## config.mk

```make
export PLATFORM = sky130hd
export DESIGN_NAME = da_converter_wave_player
export DESIGN_NICKNAME = d
export VERILOG_FILES = /design/src/rtl/da_converter_pkg.sv /design/src/rtl/da_converter_spi_tx.sv /design/src/rtl/da_converter_wave_player.sv
export SDC_FILE = /design/constraint.sdc
export NUM_CORES = 1
export LEC_CHECK = 0
export ABC_CLOCK_PERIOD_IN_PS = 2600
export CORE_ASPECT_RATIO = 1.2
export CORE_MARGIN = 4
export CORE_UTILIZATION = 35
export DETAILED_ROUTE_END_ITERATION = 8
export PLACE_DENSITY = 0.63
export SLEW_MARGIN = 5
export SYNTH_ARGS = -nofsm -noshare
export SYNTH_HDL_FRONTEND = slang
export SYNTH_SLANG_ARGS = --single-unit
```

## constraint.sdc

```tcl
create_clock -name clk -period 2.6 [get_ports clk]
set_input_delay 0.52 -clock clk [delete_from_list [all_inputs] [get_ports clk]]
set_output_delay 0.52 -clock clk [all_outputs]
set_load 0.05 [all_outputs]
```

## src/rtl/da_converter_pkg.sv

```systemverilog
`default_nettype none
// ============================================================================
// Module   : da_converter_pkg
// Purpose  : Shared types and constants for the DAC wave player.
// Revision : 1.0 - initial release
// ============================================================================
package da_converter_pkg;

    localparam int DAC_FRAME_W   = 16;
    localparam int DAC_CMD_W     = 4;
    localparam int DEF_RATE_DIV  = 1000;
    localparam int DEF_SCLK_HALF = 2;

    typedef enum logic [2:0] {
        ST_IDLE      = 3'd0,
        ST_FETCH     = 3'd1,
        ST_CAPTURE   = 3'd2,
        ST_WAIT_TICK = 3'd3,
        ST_SHIFT     = 3'd4,
        ST_GAP       = 3'd5
    } state_t;

endpackage
`default_nettype wire

```

## src/rtl/da_converter_spi_tx.sv

```systemverilog
`default_nettype none
// ============================================================================
// Module   : da_converter_spi_tx
// Purpose  : 16-bit MSB-first SPI shift engine, SCLK idles low, data on falls.
// Revision : 1.0 - initial release
// ============================================================================
module da_converter_spi_tx
    import da_converter_pkg::*;
#(
    parameter int SCLK_HALF = DEF_SCLK_HALF
) (
    input  logic                   clk,
    input  logic                   reset,
    input  logic                   load_i,
    input  logic [DAC_FRAME_W-1:0] frame_i,
    output logic                   cs_n_o,
    output logic                   sclk_o,
    output logic                   mosi_o,
    output logic                   done_o
);

    localparam int               HW       = (SCLK_HALF > 1) ? $clog2(SCLK_HALF) : 1;
    localparam logic [HW-1:0]    HALF_MAX = HW'(SCLK_HALF - 1);
    localparam logic [3:0]       LAST_BIT = 4'(DAC_FRAME_W - 1);

    logic                   active_q;
    logic                   cs_n_q;
    logic                   sclk_q;
    logic                   mosi_q;
    logic [DAC_FRAME_W-1:0] shreg_q;
    logic [HW-1:0]          hcnt_q;
    logic [3:0]             bitcnt_q;

    always_ff @(posedge clk) begin
        if (reset) begin
            active_q <= 1'b0;
            cs_n_q   <= 1'b1;
            sclk_q   <= 1'b0;
            mosi_q   <= 1'b0;
            shreg_q  <= '0;
            hcnt_q   <= '0;
            bitcnt_q <= '0;
        end else if (load_i) begin
            active_q <= 1'b1;
            cs_n_q   <= 1'b0;
            sclk_q   <= 1'b0;
            mosi_q   <= frame_i[DAC_FRAME_W-1];
            shreg_q  <= frame_i;
            hcnt_q   <= '0;
            bitcnt_q <= '0;
        end else if (active_q) begin
            if (hcnt_q == HALF_MAX) begin
                hcnt_q <= '0;
                sclk_q <= ~sclk_q;
                // A high->low transition is where the next bit is launched
                if (sclk_q) begin
                    if (bitcnt_q == LAST_BIT) begin
                        active_q <= 1'b0;
                        cs_n_q   <= 1'b1;
                        mosi_q   <= 1'b0;
                    end else begin
                        bitcnt_q <= bitcnt_q + 1'b1;
                        shreg_q  <= {shreg_q[DAC_FRAME_W-2:0], 1'b0};
                        mosi_q   <= shreg_q[DAC_FRAME_W-2];
                    end
                end
            end else begin
                hcnt_q <= hcnt_q + 1'b1;
            end
        end
    end

    // Strobes during the last cycle with cs_n low so the owner can step in lockstep
    assign done_o = active_q && sclk_q && (hcnt_q == HALF_MAX) && (bitcnt_q == LAST_BIT);

    assign cs_n_o = cs_n_q;
    assign sclk_o = sclk_q;
    assign mosi_o = mosi_q;

endmodule
`default_nettype wire

```

## src/rtl/da_converter_wave_player.sv

```systemverilog
`default_nettype none
// ============================================================================
// Module   : da_converter_wave_player
// Purpose  : Loops over a RAM address window, sending one sample per tick to a SPI DAC.
// Revision : 1.0 - initial release
// ============================================================================
module da_converter_wave_player
    import da_converter_pkg::*;
#(
    parameter int                   ADDR_W    = 10,
    parameter int                   DATA_W    = 32,
    parameter int                   SAMPLE_W  = 12,
    parameter logic [DAC_CMD_W-1:0] DAC_CMD   = 4'h3,
    parameter int                   RATE_DIV  = DEF_RATE_DIV,
    parameter int                   SCLK_HALF = DEF_SCLK_HALF
) (
    input  logic              clk,
    input  logic              reset,
    input  logic              enable,
    input  logic              clear_underrun,
    input  logic [ADDR_W-1:0] start_addr,
    input  logic [ADDR_W-1:0] end_addr,
    output logic [ADDR_W-1:0] mem_address,
    output logic              mem_chipselect,
    input  logic [DATA_W-1:0] mem_readdata,
    output logic              dac_cs_n,
    output logic              dac_sclk,
    output logic              dac_mosi,
    output logic              busy,
    output logic              frame_done,
    output logic              underrun
);

    localparam int            CW       = (RATE_DIV > 1) ? $clog2(RATE_DIV) : 1;
    localparam logic [CW-1:0] RATE_MAX = CW'(RATE_DIV - 1);
    localparam int            GW       = (SCLK_HALF > 1) ? $clog2(SCLK_HALF) : 1;
    localparam logic [GW-1:0] GAP_MAX  = GW'(SCLK_HALF - 1);

    state_t                 state_q;
    logic [ADDR_W-1:0]      ptr_q;
    logic [ADDR_W-1:0]      mem_address_q;
    logic                   mem_cs_q;
    logic [SAMPLE_W-1:0]    sample_q;
    logic [CW-1:0]          cnt_q;
    logic [CW-1:0]          cnt_d;
    logic [GW-1:0]          gap_cnt_q;
    logic                   busy_q;
    logic                   frame_done_q;
    logic                   underrun_q;
    logic                   underrun_d;

    logic                   tick_w;
    logic                   load_w;
    logic                   spi_done_w;
    logic [DAC_FRAME_W-1:0] frame_w;
    logic                   unused_readdata_w;

    assign tick_w  = busy_q && (cnt_q == RATE_MAX);
    assign load_w  = (state_q == ST_WAIT_TICK) && enable && tick_w;
    assign frame_w = {DAC_CMD, sample_q};
    assign unused_readdata_w = ^mem_readdata[DATA_W-1:SAMPLE_W];

    always_comb begin
        cnt_d = cnt_q;
        if (state_q == ST_IDLE || cnt_q == RATE_MAX) begin
            cnt_d = '0;
        end else begin
            cnt_d = cnt_q + 1'b1;
        end
    end

    // A tick outside WAIT_TICK is lost; a coincident clear must not hide it
    always_comb begin
        underrun_d = underrun_q;
        if (tick_w && (state_q != ST_WAIT_TICK)) begin
            underrun_d = 1'b1;
        end else if (clear_underrun) begin
            underrun_d = 1'b0;
        end
    end

    always_ff @(posedge clk) begin
        if (reset) begin
            state_q       <= ST_IDLE;
            ptr_q         <= '0;
            mem_address_q <= '0;
            mem_cs_q      <= 1'b0;
            sample_q      <= '0;
            cnt_q         <= '0;
            gap_cnt_q     <= '0;
            busy_q        <= 1'b0;
            frame_done_q  <= 1'b0;
            underrun_q    <= 1'b0;
        end else begin
            cnt_q        <= cnt_d;
            underrun_q   <= underrun_d;
            frame_done_q <= 1'b0;
            case (state_q)
                ST_IDLE: begin
                    ptr_q <= start_addr;
                    if (enable) begin
                        state_q       <= ST_FETCH;
                        busy_q        <= 1'b1;
                        mem_address_q <= start_addr;
                        mem_cs_q      <= 1'b1;
                    end
                end
                ST_FETCH: begin
                    mem_cs_q <= 1'b0;
                    state_q  <= ST_CAPTURE;
                end
                ST_CAPTURE: begin
                    sample_q <= mem_readdata[SAMPLE_W-1:0];
                    ptr_q    <= (ptr_q == end_addr) ? start_addr : ptr_q + 1'b1;
                    state_q  <= ST_WAIT_TICK;
                end
                ST_WAIT_TICK: begin
                    if (!enable) begin
                        state_q <= ST_IDLE;
                        busy_q  <= 1'b0;
                    end else if (tick_w) begin
                        state_q <= ST_SHIFT;
                    end
                end
                ST_SHIFT: begin
                    if (spi_done_w) begin
                        state_q      <= ST_GAP;
                        frame_done_q <= 1'b1;
                        gap_cnt_q    <= '0;
                    end
                end
                ST_GAP: begin
                    if (gap_cnt_q == GAP_MAX) begin
                        if (enable) begin
                            state_q       <= ST_FETCH;
                            mem_address_q <= ptr_q;
                            mem_cs_q      <= 1'b1;
                        end else begin
                            state_q <= ST_IDLE;
                            busy_q  <= 1'b0;
                        end
                    end else begin
                        gap_cnt_q <= gap_cnt_q + 1'b1;
                    end
                end
                default: begin
                    state_q  <= ST_IDLE;
                    busy_q   <= 1'b0;
                    mem_cs_q <= 1'b0;
                end
            endcase
        end
    end

    da_converter_spi_tx #(
        .SCLK_HALF (SCLK_HALF)
    ) u_spi_tx (
        .clk     (clk),
        .reset   (reset),
        .load_i  (load_w),
        .frame_i (frame_w),
        .cs_n_o  (dac_cs_n),
        .sclk_o  (dac_sclk),
        .mosi_o  (dac_mosi),
        .done_o  (spi_done_w)
    );

    assign mem_address    = mem_address_q;
    assign mem_chipselect = mem_cs_q;
    assign busy           = busy_q;
    assign frame_done     = frame_done_q;
    assign underrun       = underrun_q;

endmodule
`default_nettype wire

```

* Yosys cells after proc, flatten, opt, wreduce, memory -nomap -nowiden
Cells that the tools add are included.
Word-level totals: bits in registers 74, bits in latches 0, memory bits (writable) 0, bits in read-only memories 0, input bits 56, output and inout port bits 17, word-level logic and storage cells 118, memories kept 0
Cells by class: add/subtract/negate cells 5, multipliers 0, divide/modulo/power cells 0, order comparisons 0, equal/unequal tests 15, shift-type cells 0, muxes and demuxes 43, bitwise operators 5, reductions and logical operators 32
Operator list (count):
- two-way mux 14 bit | 5
- two-way mux 10 bit | 4
- one-hot mux 10 bit (2 select lines) | 2
- two-way mux 1 bit | 23
- adder 10 x 1 -> 10 bit (second input constant) | 2
- AND reduction 4 bit | 5
- one-hot mux 3 bit (6 select lines) | 1
- nonzero test 2 bit | 8
- two-way mux 3 bit | 5
- == test 10 bit | 1
- == test 10 bit (second input constant) | 1
- inequality test 2 bit (second input constant) | 5
- logical AND 1 bit | 7
- == test 3 x 2 -> 1 bit (second input constant) | 2
- == test 3 bit (second input constant) | 2
- AND reduction 2 bit | 3
- AND reduction 3 bit | 2
- OR reduction 2 bit | 3
- OR reduction 3 bit | 2
- NOT 1 bit | 5
- adder 4 x 1 -> 4 bit (second input constant) | 1
- == test 4 bit (second input constant) | 1
- one-hot mux 1 bit (4 select lines) | 1
- == test 3 x 1 -> 1 bit (second input constant) | 1
- other kinds (7) | 8

* Longest topological paths before layout
Gate-level depths: netlist (run 1).
depth after elaboration 6, depth in mapped cells 8, mapped depth without buffers 6

* Cells and area by module
A second synthesis (run 1) with hierarchy kept.
Unflattened totals: cell total of the unflattened synthesis 435, area total of the unflattened synthesis 3627.2 um^2
By module, submodules not included:
- da_converter_wave_player | instances 1, cells each 303, area an instance 2454.9 um^2, sequential area each 1001.0 um^2
- da_converter_spi_tx | instances 1, cells each 132, area an instance 1172.4 um^2, sequential area each 480.5 um^2

* Worst setup path after synthesis (run 1)
OpenSTA, ideal clock, no wires.
kind reg2reg, from register u_spi_tx.sclk_q, in the netlist u_spi_tx.sclk_o, to register u_spi_tx.bitcnt_q[3], library setup time 0.121 ns, arrival time 1.781 ns, required time 2.479 ns, path slack 0.698 ns, cell stages (with the launch flop) 8, buffers on the path 2, period minus slack after synthesis 1.902 ns, cells stage by stage dfxtp_1 > and3_1 > and2_1 > buf_4 > buf_2 > nand4_1 > xor2_1 > nor2_1
On the way: longest elaborated chain between the ends 1
Ends and longest elaborated chain:
- from (decl) | RTL line da_converter_spi_tx.sv:28 | logic sclk_q;
- from (signal assigned) | RTL line da_converter_spi_tx.sv:54 | sclk_q <= ~sclk_q;
- AND reduction 4 bit (no line)
- to (signal assigned) | RTL line da_converter_spi_tx.sv:62 | bitcnt_q <= bitcnt_q + 1'b1;
- to (decl) | RTL line da_converter_spi_tx.sv:32 | logic [3:0] bitcnt_q;
No other way between the ends. A chain may end at the register's enable or synchronous reset.

* Worst setup path in the final report (run 1)
from input port end_addr[7], to register ptr_q[6]
On the way: longest elaborated chain between the ends 3
Ends and longest elaborated chain:
- from (decl) | RTL line da_converter_wave_player.sv:22 | input logic [ADDR_W-1:0] end_addr,
- == test 10 bit | RTL line da_converter_wave_player.sv:114 | ptr_q <= (ptr_q == end_addr) ? start_addr : ptr_q + 1'b1;
- two-way mux 10 bit | RTL line da_converter_wave_player.sv:114
- one-hot mux 10 bit (2 select lines) | RTL line da_converter_wave_player.sv:98 | case (state_q)
- to (signal assigned) | RTL line da_converter_wave_player.sv:100 | ptr_q <= start_addr;
- to (signal assigned) | RTL line da_converter_wave_player.sv:114
- to (decl) | RTL line da_converter_wave_player.sv:40 | logic [ADDR_W-1:0] ptr_q;
No other way between the ends.

==> results of run 1 <==
==> layout by cell type, fill, tap and decap left out, drive strengths merged, types with 4 or more instances in the layout <==
| master | instances |
|---|---|
| o21ai | 9 |
| nand3 | 11 |
| a31oi | 7 |
| nor4 | 5 |
| nand2 | 50 |
| nor2b | 4 |
| xnor2 | 5 |
| nand4 | 4 |
| clkdlybuf4s50 | 51 |
| dfxtp | 74 |
| inv | 6 |
| and3 | 7 |
| a21oi | 28 |
| nor3 | 7 |
| clkbuf | 14 |
| mux2i | 27 |
| xor2 | 16 |
| a211oi | 26 |
| nor2 | 53 |
| buf | 12 |
==> critical path: cells and delay by family <==
family / cells / cell delay (ns)
AOI/OAI and AO/OA: 2 / 0.45
xor gates and xnor gates: 1 / 0.16
buffers and inverters: 1 / 0.44
muxes: 1 / 0.34
and+or+nand+nor: 1 / 0.40
==> metrics by stage <==
stage	hold WS (ns)	total power [mW]	setup slack [ns]
finish	0.454	2.93	0.505
global route	0.479	3.06	0.322
CTS	0.455	2.96	0.501
detailed placement	0.447	1.71	0.218
global placement	0.445	1.70	0.226
floorplan	0.437	1.56	0.698
==> registers in the layout, summed over array words and instances, names as in the netlist <==
name	cells
state_q	3
mem_address	10
u_spi_tx.bitcnt_q	4
u_spi_tx.active_q	1
underrun	1
u_spi_tx.sclk_o	1
u_spi_tx.hcnt_q	1
busy	1
frame_done	1
u_spi_tx.cs_n_o	1
sample_q	12
gap_cnt_q	1
mem_chipselect	1
ptr_q	10
cnt_q	10
u_spi_tx.mosi_o	1
u_spi_tx.shreg_q	15
==> metal layers <==
layer / part of all wire, % / vias to the layer above / GRT usage [%]
li1: - / 1506 / -
met1: 45 / 1349 / 17.3
met2: 49 / 67 / 23.5
met3: 5.3 / 11 / 4.06
met4: 1.2 / 0 / 4.10
met5: 0 / - / 0
==> power breakdown <==
group / internal [mW] / switching [mW] / leakage (nW)
clock network: 0.795 / 0.449 / 0.147
logic: 0.184 / 0.242 / 0.871
registers: 1.19 / 0.0685 / 0.603
total: 2.17 / 0.759 / 1.62
==> final cells by class <==
type / count / area, um2
multi-input cells: 292 / 1810
fillers: 972 / 5200
clock buffers: 14 / 264
flip-flops and latches: 74 / 1480
inverters: 6 / 22.5
well taps: 123 / 154
repair buffers: 63 / 598
clock inverters: 2 / 35.0
==> worst paths after layout <==
path | from | to | slack, ns | depth (start not counted)
worst max-delay path | end_addr[7] | ptr_q[6]$_SDFFE_PP0P_ | 0.51 | 6
worst min-delay path | sample_q[0]$_SDFFE_PP0N_ | sample_q[0]$_SDFFE_PP0N_ | 0.45 | 2
worst max register to register | cnt_q[0]$_SDFF_PP0_ | u_spi_tx.shreg_q[1]$_SDFFE_PP0P_ | 0.55 | 7
worst min register to register | sample_q[0]$_SDFFE_PP0N_ | sample_q[0]$_SDFFE_PP0N_ | 0.45 | 2
==> logic make-up (layout without fill, tap and decap cells) <==
kind of cell / Yosys count / in the layout / synth area share, %
AND/OR/NAND/NOR: 155 / 155 / 21.3
buffers and inverters: 32 / 85 / 4.50
flip-flops: 74 / 74 / 43.0
AO/OA/AOI/OAI: 83 / 83 / 15.9
XOR/XNOR: 21 / 21 / 5.34
adder cells (fa/ha/maj): 3 / 3 / 1.09
multiplexers: 30 / 30 / 8.83
==> results_dict.tcl, run 1 <==
set metrics [dict create \
    endpoint_kind "flip-flop" \
    gr-usage-all-layers_pct 13.9 \
    synth_edf_count 0 \
    synth_top_area_share_pct 43.0 \
    dp_cells 558 \
    clock_path_buffers 2 \
    num_vias 2933 \
    core_area_um2 9560 \
    relSlewSlack_pct 63.4 \
    cts_tree "built" \
    cp_cell_sequence "clkdlybuf4s50_1 > xor2_1 > nor4_2 > a31oi_2 > mux2_1 > o221a_1" \
    slew_viol_final 0 \
    ios 73 \
    finalNonFillerCells 574 \
    syn_nets 457 \
    gr-total-overflow 0 \
    detail_route.vias_per_cell 5.11 \
    yosysSeqAreaShare_pct 43.0 \
    ant_nets 0 \
    drc 0 \
    path_clk_slew_ns 0.06 \
    period_share_pct 80.6 \
    areaGrowthSynthToFinish_pct 26.7 \
    drive_gt1_share_pct 7.98 \
    placed_area_um2 4060 \
    avgSynthCellArea_um2 8.65 \
    grt_pass1_vias 2765 \
    rsz0062_at_grt "no" \
    utilization_pct 45.6 \
    synth_most_common_cell "dfxtp_1" \
    cts_htree_levels 3 \
    hold_class "flip-flop to flip-flop" \
    drtIter0Drc 92 \
    maxCapViolations 0 \
    power_density_nw_per_um2 672 \
    syn_area_um2 3440 \
    yosys-top-cells-area "dfxtp_1 43%, mux2i_1 7.8%, nor2_1 5.7%" \
    yosys_warnings 0 \
    grt_first_pass_wirelength_um 13000 \
    fp.dieW_um 98.6 \
    cts_made_buffers 9 \
    cp-start-kind "primary input" \
    critPathMaxStageDelay_ns 0.44 \
    p_leak_nw 1.62 \
    start_util_pct 36.0 \
    synth_common_cells "74 x dfxtp_1, 52 x nor2_1, 50 x nand2_1, 28 x a21oi_1, 27 x mux2i_1" \
    setup_viol 0 \
    outcome "complete, no violations" \
    ys_ff_latch 74 \
    worstMarginPinSlew_ns 0.549 \
    syn_inst 398 \
    synth_flop_cell "dfxtp_1" \
    io_buffer_count 52 \
    die_h_um 117 \
    critPathSlowestCell "clkdlybuf4s50_1" \
    hold_buffers 0 \
    root_buffer "clkbuf_16" \
    yosysTopAreaCell "dfxtp_1" \
    peakVddDrop_uv 402 \
    fin_tns_setup_ns 0 \
    max_freq_mhz 477 \
    crit_type "primary input to flip-flop" \
    cts-resized-gates 0 \
    wl_per_cell_um 13.7 \
    antenna_found_initial 0 \
    clock_latency_ns 0.33 \
    ys_types 47 \
    nets 505 \
    routed_wirelength_um 7860 \
    path_max_fanout 4 \
    clock_skew_ns 0.00715 \
    dp_hpwl_um 5540 \
    place_congestion 0.786 \
    postCtsSetupRepairBufs 0 \
    num_antenna_cells 0 \
    grt_max_degree 31 \
    die-area_um2 11500 \
    ys_async_sr_fraction_pct 0 \
    cp.arrival_ns 2.31 \
    required_ns 2.82 \
    finalHoldViolations 0 \
    dr.pass1.iters 4 \
    fin_area_um2 4360 \
    period_minus_slack_ns 2.09 \
    clock-sinks 74 \
    row_count 39 \
]
Power figures use the tool's default switching activity.
==> run 2: changes to the inputs <==
--- a/config.mk
+++ b/config.mk
@@ -5,12 +5,12 @@
 export SDC_FILE = /design/constraint.sdc
 export NUM_CORES = 1
 export LEC_CHECK = 0
-export ABC_CLOCK_PERIOD_IN_PS = 2600
+export ABC_CLOCK_PERIOD_IN_PS = 1700
 export CORE_ASPECT_RATIO = 1.2
 export CORE_MARGIN = 4
 export CORE_UTILIZATION = 35
 export DETAILED_ROUTE_END_ITERATION = 8
-export PLACE_DENSITY = 0.63
+export PLACE_DENSITY = 0.66
 export SLEW_MARGIN = 5
 export SYNTH_ARGS = -nofsm -noshare
 export SYNTH_HDL_FRONTEND = slang
==> constraint.sdc (replaced) <==
create_clock -name clk -period 1.7 [get_ports clk]
set_input_delay 0.34 -clock clk [delete_from_list [all_inputs] [get_ports clk]]
set_output_delay 0.34 -clock clk [all_outputs]
set_load 0.05 [all_outputs]
==> results_dict.tcl, run 2 (same netlist as run 1, synthesis figures left out) <==
set metrics [dict create \
    utilization_pct 49.9 \
    max_freq_mhz 580 \
    wl_per_cell_um 13.5 \
    clock_path_buffers 2 \
    start_util_pct 36.0 \
    power_mw 4.56 \
    hold_class "primary input to flip-flop" \
    maxCapViolations 0 \
    slew_viol_final 0 \
    top_usage_layer "met2" \
    final_common_cell "dfxtp_1" \
    crit_type "flip-flop to flip-flop" \
    largestRegisters "u_spi_tx.shreg_q x15, sample_q x12" \
    root_buffer "clkbuf_16" \
    num_antenna_cells 0 \
    cp_cell_sequence "xor2_4 > nor4_4 > buf_4 > a31oi_4 > mux2_4 > o221a_1" \
    routed_wirelength_um 8120 \
    final_cell_mix "62 x dfxtp_1, 54 x buf_4, 50 x nor2_1, 50 x nand2_1, 28 x a21oi_1" \
    power_density_nw_per_um2 955 \
    fin_tns_setup_ns -0.0239 \
    grt_first_pass_wirelength_um 13600 \
    ios 73 \
    period_share_pct 101 \
    regArea_um2 1500 \
    die-area_um2 11500 \
    io_buffer_count 52 \
    cp.arrival_ns 1.95 \
    peakVddDrop_uv 650 \
    setup_viol 1 \
    path_clk_slew_ns 0.06 \
    finalHoldViolations 0 \
    dr.pass1.iters 4 \
    row_count 39 \
    detail_route.vias_per_cell 4.99 \
    reg2reg_depth 6 \
    dp_hpwl_um 5760 \
    nets 535 \
    fillerInstances 936 \
    largest_register_ffs 15 \
    drc 0 \
    worst_slack_ns -0.0239 \
    grt_use_met2_pct 25.3 \
    grtUsageMet1_pct 17.4 \
    ant_nets 0 \
    outcome "finished, violations left" \
    r2r_slack_ns -0.02 \
    critPathMaxStageDelay_ns 0.36 \
    num_vias 3012 \
    clock-sinks 74 \
    largest-register "u_spi_tx.shreg_q" \
    grt_pass1_vias 2872 \
    gr-usage-all-layers_pct 14.8 \
    path_max_fanout 5 \
    critPathBufInv 1 \
    antenna_found_initial 0 \
    hold_buffers 0 \
    gr-total-overflow 0 \
    cts_made_buffers 9 \
    p_leak_nw 1.86 \
    required_ns 1.92 \
    areaGrowthSynthToFinish_pct 38.6 \
    core_area_um2 9560 \
    clock_latency_ns 0.33 \
    place_congestion 0.888 \
    holdPathStages 2 \
    multiInputGateArea_um2 1990 \
    cts_tree "built" \
    cts_htree_levels 3 \
    rsz0062_at_grt "yes" \
    critPathSlowestCell "dfxtp_4" \
    clock_skew_ns 0.00335 \
    grt_max_degree 29 \
    endpoint_kind "flip-flop" \
    relSlewSlack_pct 76.2 \
    worstMarginPinSlew_ns 0.357 \
    drtIter0Drc 111 \
    die_h_um 117 \
    violations "negative setup slack" \
    use_met3_pct 3.46 \
    cp-start-kind "flip-flop" \
    crit_family "flip-flops" \
    fp.dieW_um 98.6 \
    period_minus_slack_ns 1.72 \
    drive_gt1_share_pct 24.7 \
    cp_num_cells 6 \
]
run 2: power breakdown:
group	switching, mW	internal (mW)	leakage, nW
registers	0.0777	1.83	0.608
logic	0.459	0.362	1.11
clock network	0.730	1.10	0.141
total	1.27	3.29	1.86
run 2: path summary, 6_finish.rpt:
kind                                                endpoint                startpoint
worst max-delay path                   ptr_q[6]$_SDFFE_PP0P_     ptr_q[0]$_SDFFE_PP0P_
worst min-delay path            u_spi_tx.active_q$_SDFF_PP0_                     reset
worst max register to register         ptr_q[6]$_SDFFE_PP0P_     ptr_q[0]$_SDFFE_PP0P_
worst min register to register      sample_q[3]$_SDFFE_PP0N_  sample_q[3]$_SDFFE_PP0N_
run 2: area by class of cell:
cell class,count,area share [%]
clock buffers,12,5.58
clock inverters,4,0.524
inverters,6,0.472
multi-input cells,292,41.6
flip-flops and latches,74,31.5
well taps,123,3.22
repair buffers,93,17.1
run 2: what timing repair did:
item,4_1_cts,5_1_grt
gates cloned,0,0
setup endpoints to repair,8,17
hold endpoints to repair,0,0
pin swaps,8,12
resized for setup,18,20
buffers inserted,1,4
run 2: metrics by stage:
step / hold WS [ns] / area, um2 / setup slack [ns] / std cells
global route: 0.446 / 4770 / -0.0814 / 604
finish: 0.394 / 4770 / -0.0239 / 604
global placement: 0.444 / 4310 / -0.441 / 584
detailed placement: 0.448 / 4310 / -0.480 / 584
floorplan: 0.437 / 3510 / -0.0164 / 398
CTS: 0.376 / 4640 / -0.00112 / 600
run 2: layer usage:
| metal | wire length, um | share of wire (%) | up-vias |
|---|---|---|---|
| met5 | 0 | 0 | - |
| met4 | 155 | 1.9 | 0 |
| met3 | 339 | 4.2 | 13 |
| met2 | 4080 | 50 | 57 |
| met1 | 3550 | 44 | 1384 |
| li1 | - | - | 1558 |
==> run 3: changes to the inputs <==
--- a/config.mk
+++ b/config.mk
@@ -6,11 +6,13 @@
 export NUM_CORES = 1
 export LEC_CHECK = 0
 export ABC_CLOCK_PERIOD_IN_PS = 1700
+export CELL_PAD_IN_SITES_DETAIL_PLACEMENT = 2
+export CELL_PAD_IN_SITES_GLOBAL_PLACEMENT = 2
 export CORE_ASPECT_RATIO = 1.2
 export CORE_MARGIN = 4
-export CORE_UTILIZATION = 35
+export CORE_UTILIZATION = 27
 export DETAILED_ROUTE_END_ITERATION = 8
-export PLACE_DENSITY = 0.66
+export PLACE_DENSITY = 0.8
 export SLEW_MARGIN = 5
 export SYNTH_ARGS = -nofsm -noshare
 export SYNTH_HDL_FRONTEND = slang
==> constraint.sdc (replaced) <==
create_clock -name clk -period 1.7 [get_ports clk]
set_input_delay 0.34 -clock clk [delete_from_list [all_inputs] [get_ports clk]]
set_output_delay 0.34 -clock clk [all_outputs]
set_load 0.01 [all_outputs]
==> results_dict.tcl, run 3 (same netlist as run 1, synthesis figures left out) <==
set metrics [dict create \
    outcome "finished, violations left" \
    violations "negative setup slack" \
    drc 0 \
    rr_endpoint "ptr_q[6]$_SDFFE_PP0P_" \
    routed_wirelength_um 11900 \
    clock_latency_ns 0.34 \
    reg2reg_depth 5 \
    start_util_pct 28.1 \
    cp_cell_sequence "xor2_2 > nor4_4 > a31oi_4 > mux2_4 > o221a_1" \
    clock_path_buffers 2 \
    final_cell_mix "65 x dfxtp_1, 49 x nand2_1, 46 x clkdlybuf4s50_1, 40 x nor2_1, 31 x buf_4" \
    ios 73 \
    cp-start-kind "flip-flop" \
    dp_hpwl_um 7580 \
    clock-sinks 74 \
    critPathMaxStageDelay_ns 0.36 \
    setup_viol 5 \
    worstMarginPinSlew_ns 0.488 \
    gr-usage-all-layers_pct 14.8 \
    drive_gt1_share_pct 24.6 \
    min_from "reset" \
    maxCapViolations 0 \
    drtIter0Drc 92 \
    die-area_um2 14600 \
    num_antenna_cells 0 \
    num_vias 3222 \
    areaGrowthSynthToFinish_pct 45.6 \
    fp.dieW_um 111 \
    hold_class "primary input to flip-flop" \
    detail_route.vias_per_cell 5.03 \
    critPathSlowestCell "dfxtp_2" \
    crit_type "flip-flop to flip-flop" \
    max_freq_mhz 574 \
    io_buffer_count 52 \
    grt_pass1_vias 3522 \
    place_congestion 0.768 \
    root_buffer "clkbuf_16" \
    whs_endpoint "ptr_q[3]$_SDFFE_PP0P_" \
    worst_slack_ns -0.0419 \
    finalHoldViolations 0 \
    holdPathStages 2 \
    antenna_found_initial 0 \
    fillerInstances 1327 \
    die_h_um 132 \
    rsz0062_at_grt "yes" \
    row_count 44 \
    period_share_pct 102 \
    wl_per_cell_um 18.6 \
    largest-register "u_spi_tx.shreg_q" \
    power_density_nw_per_um2 938 \
    required_ns 1.93 \
    cts_htree_levels 3 \
    cts_tree "built" \
    largest_register_ffs 15 \
    path_max_fanout 4 \
    largestRegisters "u_spi_tx.shreg_q x15, sample_q x12" \
    final_common_cell "dfxtp_1" \
    grt_first_pass_wirelength_um 17700 \
    cts_made_buffers 9 \
    clock_skew_ns 0.00717 \
    nets 533 \
    ant_nets 0 \
    period_minus_slack_ns 1.74 \
    endpoint_kind "flip-flop" \
    cp.arrival_ns 1.97 \
    gr-total-overflow 0 \
    reg2reg_from "ptr_q[0]$_SDFFE_PP0P_" \
    utilization_pct 40.8 \
    dr.pass1.iters 4 \
    core_area_um2 12300 \
    r2r_slack_ns -0.04 \
    relSlewSlack_pct 67.5 \
    grt_max_degree 40 \
    slew_viol_final 0 \
    fin_tns_setup_ns -0.130 \
    path_clk_slew_ns 0.06 \
    p_leak_nw 1.85 \
    peakVddDrop_uv 487 \
]
## run 3: cell count changes in the layout (fill, tap and decap cells not counted), sizes merged
cell	delta
dlygate4sd2	-2
buf	-21
clkinv	+1
dlymetal6s2s	-1
bufinv	+1
clkinvlp	-2
clkbuf	+2
clkdlybuf4s50	+20
## run 3: worst max-delay path by stage
stage                          start               endpoint  slack, ns  depth (start not counted)
5_1_grt        ptr_q[0]$_SDFFE_PP0P_  ptr_q[6]$_SDFFE_PP0P_      -0.12                          5
4_1_cts        ptr_q[2]$_SDFFE_PP0P_  ptr_q[6]$_SDFFE_PP0P_      -0.05                          5
3_5_place_dp             end_addr[7]  ptr_q[0]$_SDFFE_PP0P_      -0.56                          6
2_1_floorplan  ptr_q[7]$_SDFFE_PP0P_  ptr_q[6]$_SDFFE_PP0P_      -0.02                          5
3_3_place_gp             end_addr[7]  ptr_q[0]$_SDFFE_PP0P_      -0.47                          7
6_report       ptr_q[0]$_SDFFE_PP0P_  ptr_q[6]$_SDFFE_PP0P_      -0.04                          5
## run 3: layout make-up
| cell class | instances | area (um2) | area share [%] |
|---|---|---|---|
| timing repair buffer | 91 | 886 | 17.7 |
| sequential | 74 | 1500 | 29.8 |
| multi-input combinational | 292 | 2090 | 41.8 |
| tap | 161 | 201 | 4.02 |
| inverter | 6 | 22.5 | 0.449 |
| clock inverter | 4 | 48.8 | 0.973 |
| clock buffer | 12 | 267 | 5.31 |
## run 3: metal layers
layer / GRT usage (%) / wire length (um) / vias up
met3: 2.94 / 303 / 12
met4: 5.41 / 181 / 0
met5: 0 / 0 / -
li1: - / - / 1549
met1: 16.5 / 4740 / 1610
met2: 27.7 / 6650 / 51
## run 3: worst max-delay path: cells and delay by family, from the launching register on
family | cells | cell delay (ns)
AND/OR/NAND/NOR | 1 | 0.35
flip-flops | 1 | 0.36
AO/OA/AOI/OAI | 2 | 0.40
multiplexers | 1 | 0.32
XOR/XNOR | 1 | 0.19
## run 3: where the power goes
part	total [mW]	internal, mW	switching, mW	leakage, nW
registers	1.92	1.83	0.0935	0.606
clock network	2.01	1.25	0.753	0.159
logic	0.774	0.367	0.406	1.08
total	4.70	3.45	1.25	1.85
## run 3: what timing repair did
item	CTS	global route
buffers inserted	0	0
hold buffers	0	0
pin swaps	6	7
cloned	0	2
resized for setup	20	48
setup endpoints to repair	12	31
## run 3: metrics by stage
step | worst slack [ns] | cell area, um2 | instances | hold WS (ns) | power, mW
floorplan | -0.0164 | 3500 | 398 | 0.437 | 2.31
global placement | -0.473 | 4380 | 622 | 0.447 | 2.62
detailed placement | -0.559 | 4380 | 622 | 0.455 | 2.65
CTS | -0.0461 | 4770 | 638 | 0.423 | 4.68
global route | -0.118 | 5010 | 640 | 0.463 | 4.90
finish | -0.0419 | 5010 | 640 | 0.442 | 4.70
